===== src/rtl/unified_mem_arbiter_pkg.sv =====
// mem_arb_pkg: shared states, grant encoding and default widths of the unified memory arbiter
package mem_arb_pkg;
  localparam int ADDR_W_DEF = 16;
  localparam int DATA_W_DEF = 16;
  localparam logic GNT_I = 1'b0;
  localparam logic GNT_D = 1'b1;
  typedef enum logic [2:0] {IDLE, I_WAIT, D_WAIT, I_DONE, D_DONE} state_t;
endpackage


===== src/rtl/unified_mem_arbiter_if.sv =====
// unified_mem_arbiter_if: fetch/data requester, memory-port and status signals of the arbiter
interface unified_mem_arbiter_if import mem_arb_pkg::*; #(
  parameter int ADDR_W = ADDR_W_DEF,
  parameter int DATA_W = DATA_W_DEF
);
  logic              if_re;
  logic [ADDR_W-1:0] if_addr;
  logic [DATA_W-1:0] if_rdata;
  logic              if_stall;
  logic              dm_re;
  logic              dm_we;
  logic [ADDR_W-1:0] dm_addr;
  logic [DATA_W-1:0] dm_wdata;
  logic [DATA_W-1:0] dm_rdata;
  logic              dm_stall;
  logic              mem_req;
  logic              mem_we;
  logic [ADDR_W-1:0] mem_addr;
  logic [DATA_W-1:0] mem_wdata;
  logic [DATA_W-1:0] mem_rdata;
  logic              mem_ack;
  logic              err;
  modport master (
    input  if_re, if_addr, dm_re, dm_we, dm_addr, dm_wdata, mem_rdata, mem_ack,
    output if_rdata, if_stall, dm_rdata, dm_stall, mem_req, mem_we, mem_addr, mem_wdata, err
  );
  modport slave (
    output if_re, if_addr, dm_re, dm_we, dm_addr, dm_wdata, mem_rdata, mem_ack,
    input  if_rdata, if_stall, dm_rdata, dm_stall, mem_req, mem_we, mem_addr, mem_wdata, err
  );
endinterface


===== src/rtl/unified_mem_arbiter_timeout_ctr.sv =====
// mem_arb_timeout_ctr: handshake watchdog, loadable wait counter with sticky err (TIMEOUT=0 disables)
module mem_arb_timeout_ctr #(
  parameter int TIMEOUT = 255
) (
  input  logic clk,
  input  logic rst,
  input  logic clr,
  input  logic en,
  output logic err
);
  localparam int W = TIMEOUT > 0 ? $clog2(TIMEOUT + 1) : 1;
  logic [W-1:0] cnt;
  // count wait cycles up to TIMEOUT and flag reaching it; err survives until reset
  always_ff @(posedge clk or posedge rst)
    if (rst) begin
      cnt <= '0;
      err <= 1'b0;
    end else if (clr) begin
      cnt <= '0;
    end else if (en && TIMEOUT != 0 && cnt != W'(TIMEOUT)) begin
      cnt <= cnt + 1'b1;
      err <= err | (cnt == W'(TIMEOUT - 1));
    end
endmodule


===== src/rtl/unified_mem_arbiter.sv =====
// unified_mem_arbiter: IF/MEM sharing of one variable-latency memory; UNIFIED_MEM_ARB_PERF_EN adds stall counters
module unified_mem_arbiter import mem_arb_pkg::*; #(
  parameter int ADDR_W  = ADDR_W_DEF,
  parameter int DATA_W  = DATA_W_DEF,
  parameter int TIMEOUT = 255
) (
  input logic clk,
  input logic rst,
  unified_mem_arbiter_if.master bus
`ifdef UNIFIED_MEM_ARB_PERF_EN
  ,
  output logic [15:0] if_stall_cnt,
  output logic [15:0] dm_stall_cnt
`endif
);
  state_t            state, state_nxt;
  logic              last_grant, ireq, dreq, gnt_i, gnt_d, in_wait, err;
  logic [ADDR_W-1:0] addr_sel;
  logic [DATA_W-1:0] wdata_sel;
  assign ireq      = bus.if_re;
  assign dreq      = bus.dm_re | bus.dm_we;
  assign in_wait   = state == I_WAIT || state == D_WAIT;
  assign gnt_d     = state == IDLE && dreq && (!ireq || last_grant != GNT_D);
  assign gnt_i     = state == IDLE && ireq && !gnt_d;
  assign addr_sel  = gnt_d ? bus.dm_addr : bus.if_addr;
  assign wdata_sel = gnt_d ? bus.dm_wdata : '0;
  assign bus.if_stall = ireq && state != I_DONE;
  assign bus.dm_stall = dreq && state != D_DONE;
  assign bus.err      = err;
  // state register
  always_ff @(posedge clk or posedge rst)
    if (rst) state <= IDLE;
    else     state <= state_nxt;
  // arbitration in IDLE, ack wait, one-cycle DONE; a withdrawn requester skips DONE
  always_comb begin
    state_nxt = state;
    case (state)
      IDLE:    state_nxt = gnt_d ? D_WAIT : gnt_i ? I_WAIT : IDLE;
      I_WAIT:  state_nxt = !bus.mem_ack ? I_WAIT : ireq ? I_DONE : IDLE;
      D_WAIT:  state_nxt = !bus.mem_ack ? D_WAIT : dreq ? D_DONE : IDLE;
      default: state_nxt = IDLE;
    endcase
  end
  // latch the granted request onto the memory port and capture read data on ack
  always_ff @(posedge clk or posedge rst)
    if (rst) begin
      bus.mem_req   <= 1'b0;
      bus.mem_we    <= 1'b0;
      bus.mem_addr  <= '0;
      bus.mem_wdata <= '0;
      bus.if_rdata  <= '0;
      bus.dm_rdata  <= '0;
      last_grant    <= GNT_I;
    end else if (gnt_i || gnt_d) begin
      bus.mem_req   <= 1'b1;
      bus.mem_we    <= gnt_d && bus.dm_we;
      bus.mem_addr  <= addr_sel;
      bus.mem_wdata <= wdata_sel;
      last_grant    <= gnt_d ? GNT_D : GNT_I;
    end else if (in_wait && bus.mem_ack) begin
      bus.mem_req <= 1'b0;
      if (state_nxt == I_DONE) bus.if_rdata <= bus.mem_rdata;
      if (state_nxt == D_DONE) bus.dm_rdata <= bus.mem_rdata;
    end
  mem_arb_timeout_ctr #(.TIMEOUT(TIMEOUT)) u_wdog (
    .clk (clk),
    .rst (rst),
    .clr (gnt_i || gnt_d),
    .en  (in_wait),
    .err (err)
  );
`ifdef UNIFIED_MEM_ARB_PERF_EN
  // per-requester stall cycle counters, saturating at all ones
  always_ff @(posedge clk or posedge rst)
    if (rst) begin
      if_stall_cnt <= '0;
      dm_stall_cnt <= '0;
    end else begin
      if_stall_cnt <= if_stall_cnt + 16'(bus.if_stall && !(&if_stall_cnt));
      dm_stall_cnt <= dm_stall_cnt + 16'(bus.dm_stall && !(&dm_stall_cnt));
    end
`endif
endmodule


===== src/flat_wrapper.sv =====
// flat-port wrapper written by rule: the top's interface ports become plain ports
module unified_mem_arbiter_flat import mem_arb_pkg::*;
#(
  parameter int ADDR_W  = ADDR_W_DEF,
  parameter int DATA_W  = DATA_W_DEF,
  parameter int TIMEOUT = 255
)
  (clk, rst, bus_if_re, bus_if_addr, bus_dm_re, bus_dm_we, bus_dm_addr, bus_dm_wdata, bus_mem_rdata, bus_mem_ack, bus_if_rdata, bus_if_stall, bus_dm_rdata, bus_dm_stall, bus_mem_req, bus_mem_we, bus_mem_addr, bus_mem_wdata, bus_err);
  unified_mem_arbiter_if #(.ADDR_W(ADDR_W), .DATA_W(DATA_W)) bus_i ();
  input logic clk;
  input logic rst;
  input wire logic [$bits(bus_i.if_re)-1:0] bus_if_re;
  input wire logic [$bits(bus_i.if_addr)-1:0] bus_if_addr;
  input wire logic [$bits(bus_i.dm_re)-1:0] bus_dm_re;
  input wire logic [$bits(bus_i.dm_we)-1:0] bus_dm_we;
  input wire logic [$bits(bus_i.dm_addr)-1:0] bus_dm_addr;
  input wire logic [$bits(bus_i.dm_wdata)-1:0] bus_dm_wdata;
  input wire logic [$bits(bus_i.mem_rdata)-1:0] bus_mem_rdata;
  input wire logic [$bits(bus_i.mem_ack)-1:0] bus_mem_ack;
  output wire logic [$bits(bus_i.if_rdata)-1:0] bus_if_rdata;
  output wire logic [$bits(bus_i.if_stall)-1:0] bus_if_stall;
  output wire logic [$bits(bus_i.dm_rdata)-1:0] bus_dm_rdata;
  output wire logic [$bits(bus_i.dm_stall)-1:0] bus_dm_stall;
  output wire logic [$bits(bus_i.mem_req)-1:0] bus_mem_req;
  output wire logic [$bits(bus_i.mem_we)-1:0] bus_mem_we;
  output wire logic [$bits(bus_i.mem_addr)-1:0] bus_mem_addr;
  output wire logic [$bits(bus_i.mem_wdata)-1:0] bus_mem_wdata;
  output wire logic [$bits(bus_i.err)-1:0] bus_err;
  assign bus_i.if_re = bus_if_re;
  assign bus_i.if_addr = bus_if_addr;
  assign bus_i.dm_re = bus_dm_re;
  assign bus_i.dm_we = bus_dm_we;
  assign bus_i.dm_addr = bus_dm_addr;
  assign bus_i.dm_wdata = bus_dm_wdata;
  assign bus_i.mem_rdata = bus_mem_rdata;
  assign bus_i.mem_ack = bus_mem_ack;
  assign bus_if_rdata = bus_i.if_rdata;
  assign bus_if_stall = bus_i.if_stall;
  assign bus_dm_rdata = bus_i.dm_rdata;
  assign bus_dm_stall = bus_i.dm_stall;
  assign bus_mem_req = bus_i.mem_req;
  assign bus_mem_we = bus_i.mem_we;
  assign bus_mem_addr = bus_i.mem_addr;
  assign bus_mem_wdata = bus_i.mem_wdata;
  assign bus_err = bus_i.err;
  unified_mem_arbiter #(.ADDR_W(ADDR_W), .DATA_W(DATA_W), .TIMEOUT(TIMEOUT)) u_core (.clk(clk), .rst(rst), .bus(bus_i));
endmodule

===== config.mk =====
export PLATFORM = sky130hd
export DESIGN_NAME = unified_mem_arbiter_flat
export DESIGN_NICKNAME = d
export VERILOG_FILES = /design/src/rtl/unified_mem_arbiter_pkg.sv /design/src/rtl/unified_mem_arbiter_if.sv /design/src/rtl/unified_mem_arbiter_timeout_ctr.sv /design/src/rtl/unified_mem_arbiter.sv /design/src/flat_wrapper.sv
export SDC_FILE = /design/constraint.sdc
export NUM_CORES = 1
export LEC_CHECK = 0
export ABC_AREA = 1
export ABC_CLOCK_PERIOD_IN_PS = 4700
export CAP_MARGIN = 20
export CORE_AREA = 5 5 104 87
export CTS_CLUSTER_DIAMETER = 120
export DETAILED_ROUTE_END_ITERATION = 12
export DIE_AREA = 0 0 109 92
export PLACE_DENSITY = 0.85
export SYNTH_ARGS = -nofsm -noshare
export SYNTH_HDL_FRONTEND = slang
export SYNTH_SLANG_ARGS = --single-unit

===== constraint.sdc =====
create_clock -name clk -period 4.7 [get_ports clk]
set_input_delay 0.94 -clock clk [delete_from_list [all_inputs] [get_ports clk]]
set_output_delay 0.94 -clock clk [all_outputs]
set_load 0.01 [all_outputs]

# After elaboration in Yosys (flattened, before gate mapping)
# Cells that the tools add are included.
dict set report op_classes {
  reduce_logical 20
  bitwise 4
  n_mux 14
  n_addsub 1
  eq_ne 8
}
# operator n
set op_table {}
lappend op_table {{16-bit 2-to-1 mux} 2}
lappend op_table {{8-bit 2-to-1 mux} 2}
lappend op_table {{3-bit 2-to-1 mux} 4}
lappend op_table {{1-bit logical AND} 9}
lappend op_table {{3-bit one-hot mux with 3 select lines} 1}
lappend op_table {{8-bit by 1-bit adder with 8-bit output (second input constant)} 1}
lappend op_table {{8-bit == test (second input constant)} 1}
lappend op_table {{8-bit inequality test (second input constant)} 1}
lappend op_table {{3-bit by 2-bit == test with 1-bit output (second input constant)} 2}
lappend op_table {{3-bit AND reduction} 2}
lappend op_table {{1-bit 2-to-1 mux} 4}
lappend op_table {{2-bit nonzero test} 2}
lappend op_table {{3-bit by 1-bit == test with 1-bit output (second input constant)} 1}
lappend op_table {{3-bit == test (second input constant)} 1}
lappend op_table {{3-bit logical NOT} 1}
lappend op_table {{1-bit logical OR} 3}
lappend op_table {{3-bit by 2-bit inequality test with 1-bit output (second input constant)} 1}
lappend op_table {{3-bit inequality test (second input constant)} 1}
lappend op_table {{1-bit logical NOT} 2}
lappend op_table {{2-bit 2-to-1 mux} 1}
lappend op_table {{1-bit inverter} 2}
lappend op_table {{1-bit bitwise OR} 2}
lappend op_table {{2-bit AND reduction} 1}
dict set report word_totals {
  inputBits 70
  elab_cells 57
  reg_bits 79
  output_inout_bits 69
}

# Depth between registers and ports, before layout
dict set report depth {
  word_depth 10
  ltp_mapped 10
  mapped_depth_nobuf 9
}

# By module
# From an unflattened synthesis, not the netlist that was laid out.
dict set report hier_totals {
  cells_unflattened 428
  area_unflattened_um2 3865.0
}
# mod cells_each instances seq_area_each_um2 area_each_um2
set by_module_without_submodules {}
lappend by_module_without_submodules {unified_mem_arbiter 350 1 1751.7 3304.4}
lappend by_module_without_submodules {mem_arb_timeout_ctr 78 1 225.2 560.5}

# Least setup slack after synthesis
# Ideal clock, no wire load.
dict set report synth_path {
  path_kind {input-to-output}
  from {input bus_dm_we}
  to {output bus_dm_stall}
  arrival_time_ps 1208
  t_required_ps 3760
  n_path_buf 0
  cell_stages 2
  slack_ps 2552
  path_cell_list {nor2_1 -> a21oi_1}
}
dict set report synth_via {
  elab_chain_len 2
}
# item line_no
set synth_lines {}
lappend synth_lines {{start: declaration} flat_wrapper.sv:15} ;# input wire logic [$bits(bus_i.dm_we)-1:0] bus_dm_we;
lappend synth_lines {{1-bit bitwise OR} unified_mem_arbiter.sv:21} ;# assign dreq = bus.dm_re | bus.dm_we;
lappend synth_lines {{1-bit logical AND} unified_mem_arbiter.sv:28} ;# assign bus.dm_stall = dreq && state != D_DONE;
lappend synth_lines {{end: declaration} flat_wrapper.sv:23} ;# output wire logic [$bits(bus_i.dm_stall)-1:0] bus_dm_stall;
# No other way between the ends.

# Worst setup path after layout
dict set report layout_path {
  from {input bus_if_re}
  to {output bus_if_stall}
}
dict set report layout_via {
  elab_chain_len 1
}
# item line_no
set layout_lines {}
lappend layout_lines {{start: declaration} flat_wrapper.sv:12} ;# input wire logic [$bits(bus_i.if_re)-1:0] bus_if_re;
lappend layout_lines {{1-bit logical AND} unified_mem_arbiter.sv:27} ;# assign bus.if_stall = ireq && state != I_DONE;
lappend layout_lines {{end: declaration} flat_wrapper.sv:21} ;# output wire logic [$bits(bus_i.if_stall)-1:0] bus_if_stall;
# No other way between the ends.

==> run_summary.xml <==
<?xml version="1.0" encoding="UTF-8"?>
<metrics>
  <group name="outcome">
    <metric name="run_status" unit="">complete, no violations</metric>
  </group>
  <group name="placement">
    <metric name="place.detailed.hpwl" unit="mm">7.002</metric>
    <metric name="numPlacedInstances" unit="">679</metric>
    <metric name="place_congestion" unit="">0.8472</metric>
    <metric name="post_dp_cell_area" unit="um^2">4980</metric>
    <metric name="place.port_buffers" unit="">138</metric>
  </group>
  <group name="timing">
    <metric name="finalSetupTns" unit="ns">0</metric>
    <metric name="final_period_minus_worst_setup_slack" unit="ns">3.283</metric>
    <metric name="slew_headroom" unit="">0.3723</metric>
    <metric name="final_hold_viol_count" unit="">0</metric>
    <metric name="slew_violations" unit="">0</metric>
    <metric name="finalCritPeriodShare" unit="">0.6986</metric>
    <metric name="rsz0062_at_grt" unit="">false</metric>
    <metric name="max_slew.worst_pin.slew" unit="ns">0.9405</metric>
    <metric name="maxClockFrequency" unit="MHz">304.6</metric>
    <metric name="setup_viol_count_final" unit="">0</metric>
    <metric name="fin_clk_skew" unit="ns">0.01089</metric>
  </group>
  <group name="power">
    <metric name="post-layout-total-power" unit="uW">3222</metric>
    <metric name="irDropWorstVdd" unit="V">0.0003026</metric>
    <metric name="p_per_area" unit="nW/um^2">613.0</metric>
    <metric name="power_leakage" unit="uW">0.002687</metric>
  </group>
  <group name="synthesis">
    <metric name="ys_warn_count" unit="">0</metric>
    <metric name="ys_seq_elements" unit="">79</metric>
    <metric name="yosys-top-cells-area" unit="">dfrtp_1 (56%), nand2_1 (21%), inv_1 (6.9%), o21ai_0 (4.8%), nand3_1 (3.4%)</metric>
    <metric name="synthTopCellsByCount" unit="">nand2_1 (197), dfrtp_1 (79), inv_1 (65)</metric>
    <metric name="yosysMostFrequentCell" unit="">nand2_1</metric>
    <metric name="synthDistinctLibCells" unit="">23</metric>
    <metric name="yosysTopAreaCellShare" unit="">0.5597</metric>
    <metric name="yosys.area.top_type" unit="">dfrtp_1</metric>
    <metric name="synth_edf_count" unit="">0</metric>
    <metric name="syn_area" unit="um^2">3532</metric>
    <metric name="synth_flop_cell" unit="">dfrtp_1</metric>
    <metric name="async_reset_ff_frac" unit="">1.000</metric>
    <metric name="synthesis.nets" unit="">519</metric>
    <metric name="syn_inst" unit="">447</metric>
    <metric name="synth_sequential_area_ratio" unit="">0.5597</metric>
    <metric name="postSynthAreaPerCell" unit="um^2">7.902</metric>
  </group>
  <group name="cts">
    <metric name="cts-htree-levels" unit="">3</metric>
    <metric name="cts-hold-fix-buffers" unit="">0</metric>
    <metric name="clk_transition_reported_paths" unit="ns">0.07</metric>
    <metric name="cts.path.max_buffers" unit="">2</metric>
    <metric name="post_cts_buffers" unit="">0</metric>
    <metric name="cts_resized" unit="">0</metric>
    <metric name="cts_buffers" unit="">9</metric>
    <metric name="root_buffer" unit="">clkbuf_8</metric>
    <metric name="cts_tree" unit="">built</metric>
    <metric name="clock_insertion_delay_worst_skew" unit="ns">0.34</metric>
    <metric name="clkSinkCount" unit="">79</metric>
  </group>
  <group name="floorplan">
    <metric name="placeableCoreArea" unit="um^2">7801</metric>
    <metric name="floorplan.die.height" unit="um">92</metric>
    <metric name="top_level_ports" unit="">139</metric>
    <metric name="dieArea" unit="um^2">10030</metric>
    <metric name="die_w" unit="um">109</metric>
    <metric name="start_util" unit="">0.4528</metric>
    <metric name="fp-row-count" unit="">29</metric>
  </group>
  <group name="worst_setup_path">
    <metric name="timing.critical_path.from_type" unit="">input port</metric>
    <metric name="worstPathArrival" unit="ns">2.34</metric>
    <metric name="crit_required" unit="ns">3.76</metric>
    <metric name="peak_per_stage_delay_on_the_critical_path" unit="ns">0.59</metric>
    <metric name="worst-setup-path-type" unit="">in2out</metric>
    <metric name="worst_path_fanout_max" unit="">6</metric>
    <metric name="worstPathCellList" unit="">clkdlybuf4s50_1, inv_1, a31oi_1, clkdlybuf4s50_1</metric>
    <metric name="endpoint_kind" unit="">output pin</metric>
    <metric name="crit_path_top_delay_cell" unit="">clkdlybuf4s50_1</metric>
    <metric name="timing.critical_path.mode_cell" unit="">clkdlybuf4s50_1</metric>
  </group>
  <group name="worst_hold_path">
    <metric name="worst_hold_path_type" unit="">reg2reg</metric>
  </group>
  <group name="drt">
    <metric name="vias" unit="">3221</metric>
    <metric name="postRouteAntennaNets" unit="">0</metric>
    <metric name="total_length_of_routed_wires" unit="mm">9.526</metric>
    <metric name="dr.first_iter.drc_count" unit="">146</metric>
    <metric name="avgViaCountPerCell" unit="">4.628</metric>
    <metric name="drc" unit="">0</metric>
    <metric name="routed_wire_length_per_instance" unit="um">13.69</metric>
    <metric name="drtPass1Iterations" unit="">4</metric>
  </group>
  <group name="final_layout">
    <metric name="final_design_area_no_fill" unit="um^2">5256</metric>
    <metric name="layout.core_utilization" unit="">0.6738</metric>
    <metric name="layoutNonFillerInstCount" unit="">696</metric>
    <metric name="antenna_cells" unit="">0</metric>
    <metric name="drive_above_1_share" unit="">0.04252</metric>
    <metric name="nets" unit="">656</metric>
    <metric name="synthToLayoutAreaGrowth" unit="%">48.81</metric>
  </group>
  <group name="run">
    <metric name="maxCapViolCount" unit="">0</metric>
  </group>
  <group name="global_route">
    <metric name="number_of_antenna_violations_at_the_first_check_in_global_routing" unit="">0</metric>
    <metric name="first_global_vias" unit="">3289</metric>
    <metric name="first_pass_grt_wire_length" unit="mm">15.53</metric>
    <metric name="grtUsageTotal" unit="">0.1935</metric>
    <metric name="globalRouteOverflowTotal" unit="">0</metric>
    <metric name="grt_max_degree" unit="">58</metric>
  </group>
</metrics>
## through the flow
stage / setup slack (ns) / hold WS, ns
5_1_grt: 1.413 / 0.4996
4_1_cts: 1.430 / 0.4768
2_1_floorplan: 1.737 / 0.4417
3_3_place_gp: 1.495 / 0.4548
6_report: 1.417 / 0.4736
3_5_place_dp: 1.431 / 0.4601
## power by group
| group | switching, uW | internal, uW | total (uW) |
|---|---|---|---|
| registers | 176 | 968 | 1140 |
| clock network | 238 | 352 | 590 |
| logic | 777 | 712 | 1490 |
## area by class of cell
type	count	area, um^2
clock buffers	10	127.6
inverters	65	245.2
flip-flops and latches	79	1977
repair buffers	143	1446
fillers	619	2545
well taps	108	135.1
clock inverters	5	106.4
multi-input cells	286	1219
## cell families (layout without fill, tap and decap cells)
family                     count (synthesis)  count (layout)  share of synthesized area
buffers and inverters                     82             223                    0.09529
xor gates and xnor gates                   3               3                   0.007440
adders and majority gates                  2               2                   0.007084
AOI/OAI and AO/OA                         40              40                    0.05951
and+or+nand+nor                          241             241                     0.2710
DFF                                       79              79                     0.5597
## worst max-delay path, delay by kind of cell
family	cells	cell delay, ns
compound gates	1	0.16
buf+inv	3	1.24
## metal layers
layer	track usage	vias to the layer above	routed length [um]
met5	0	-	0
li1	-	1618	-
met1	0.2438	1456	4066
met2	0.3052	129	4283
met3	0.07374	18	973
met4	0.06625	0	201
## worst paths after layout
path	end	slack (ns)	startpoint	cells past startpoint
worst min-delay path	u_core.bus.mem_wdata[10]	0.47	u_core.bus.mem_wdata[10]	2
worst max register to register	u_core.bus.mem_addr[15]	2.55	u_core.state[0]	9
max in group asynchronous	u_core.bus.if_rdata[9]	3.06	rst	4
worst min register to register	u_core.bus.mem_wdata[10]	0.47	u_core.bus.mem_wdata[10]	2
min in group asynchronous	u_core.bus.mem_wdata[1]	0.81	rst	2
worst max-delay path	bus_if_stall	1.42	bus_if_re	4
## state kept, by name (all words and copies together) (netlist names)
name,flops
u_core.bus.dm_rdata,16
u_core.bus.if_rdata,16
u_core.bus.mem_addr,16
u_core.bus.mem_req,1
u_core.bus.mem_wdata,16
u_core.bus.mem_we,1
u_core.last_grant,1
u_core.state,3
u_core.u_wdog.cnt,8
u_core.u_wdog.err,1
## cell usage in the layout (no fill, tap or decap), types with 2 or more instances in the layout
master	n
nand2_1	197
buf_4	3
bufinv_16	3
ha_1	2
nor2_1	15
clkbuf_8	9
nand3_1	24
o21ai_0	34
clkdlybuf4s50_1	138
dfrtp_1	79
inv_1	64
xor2_1	3
No activity file was read; power rests on OpenSTA's default activity.
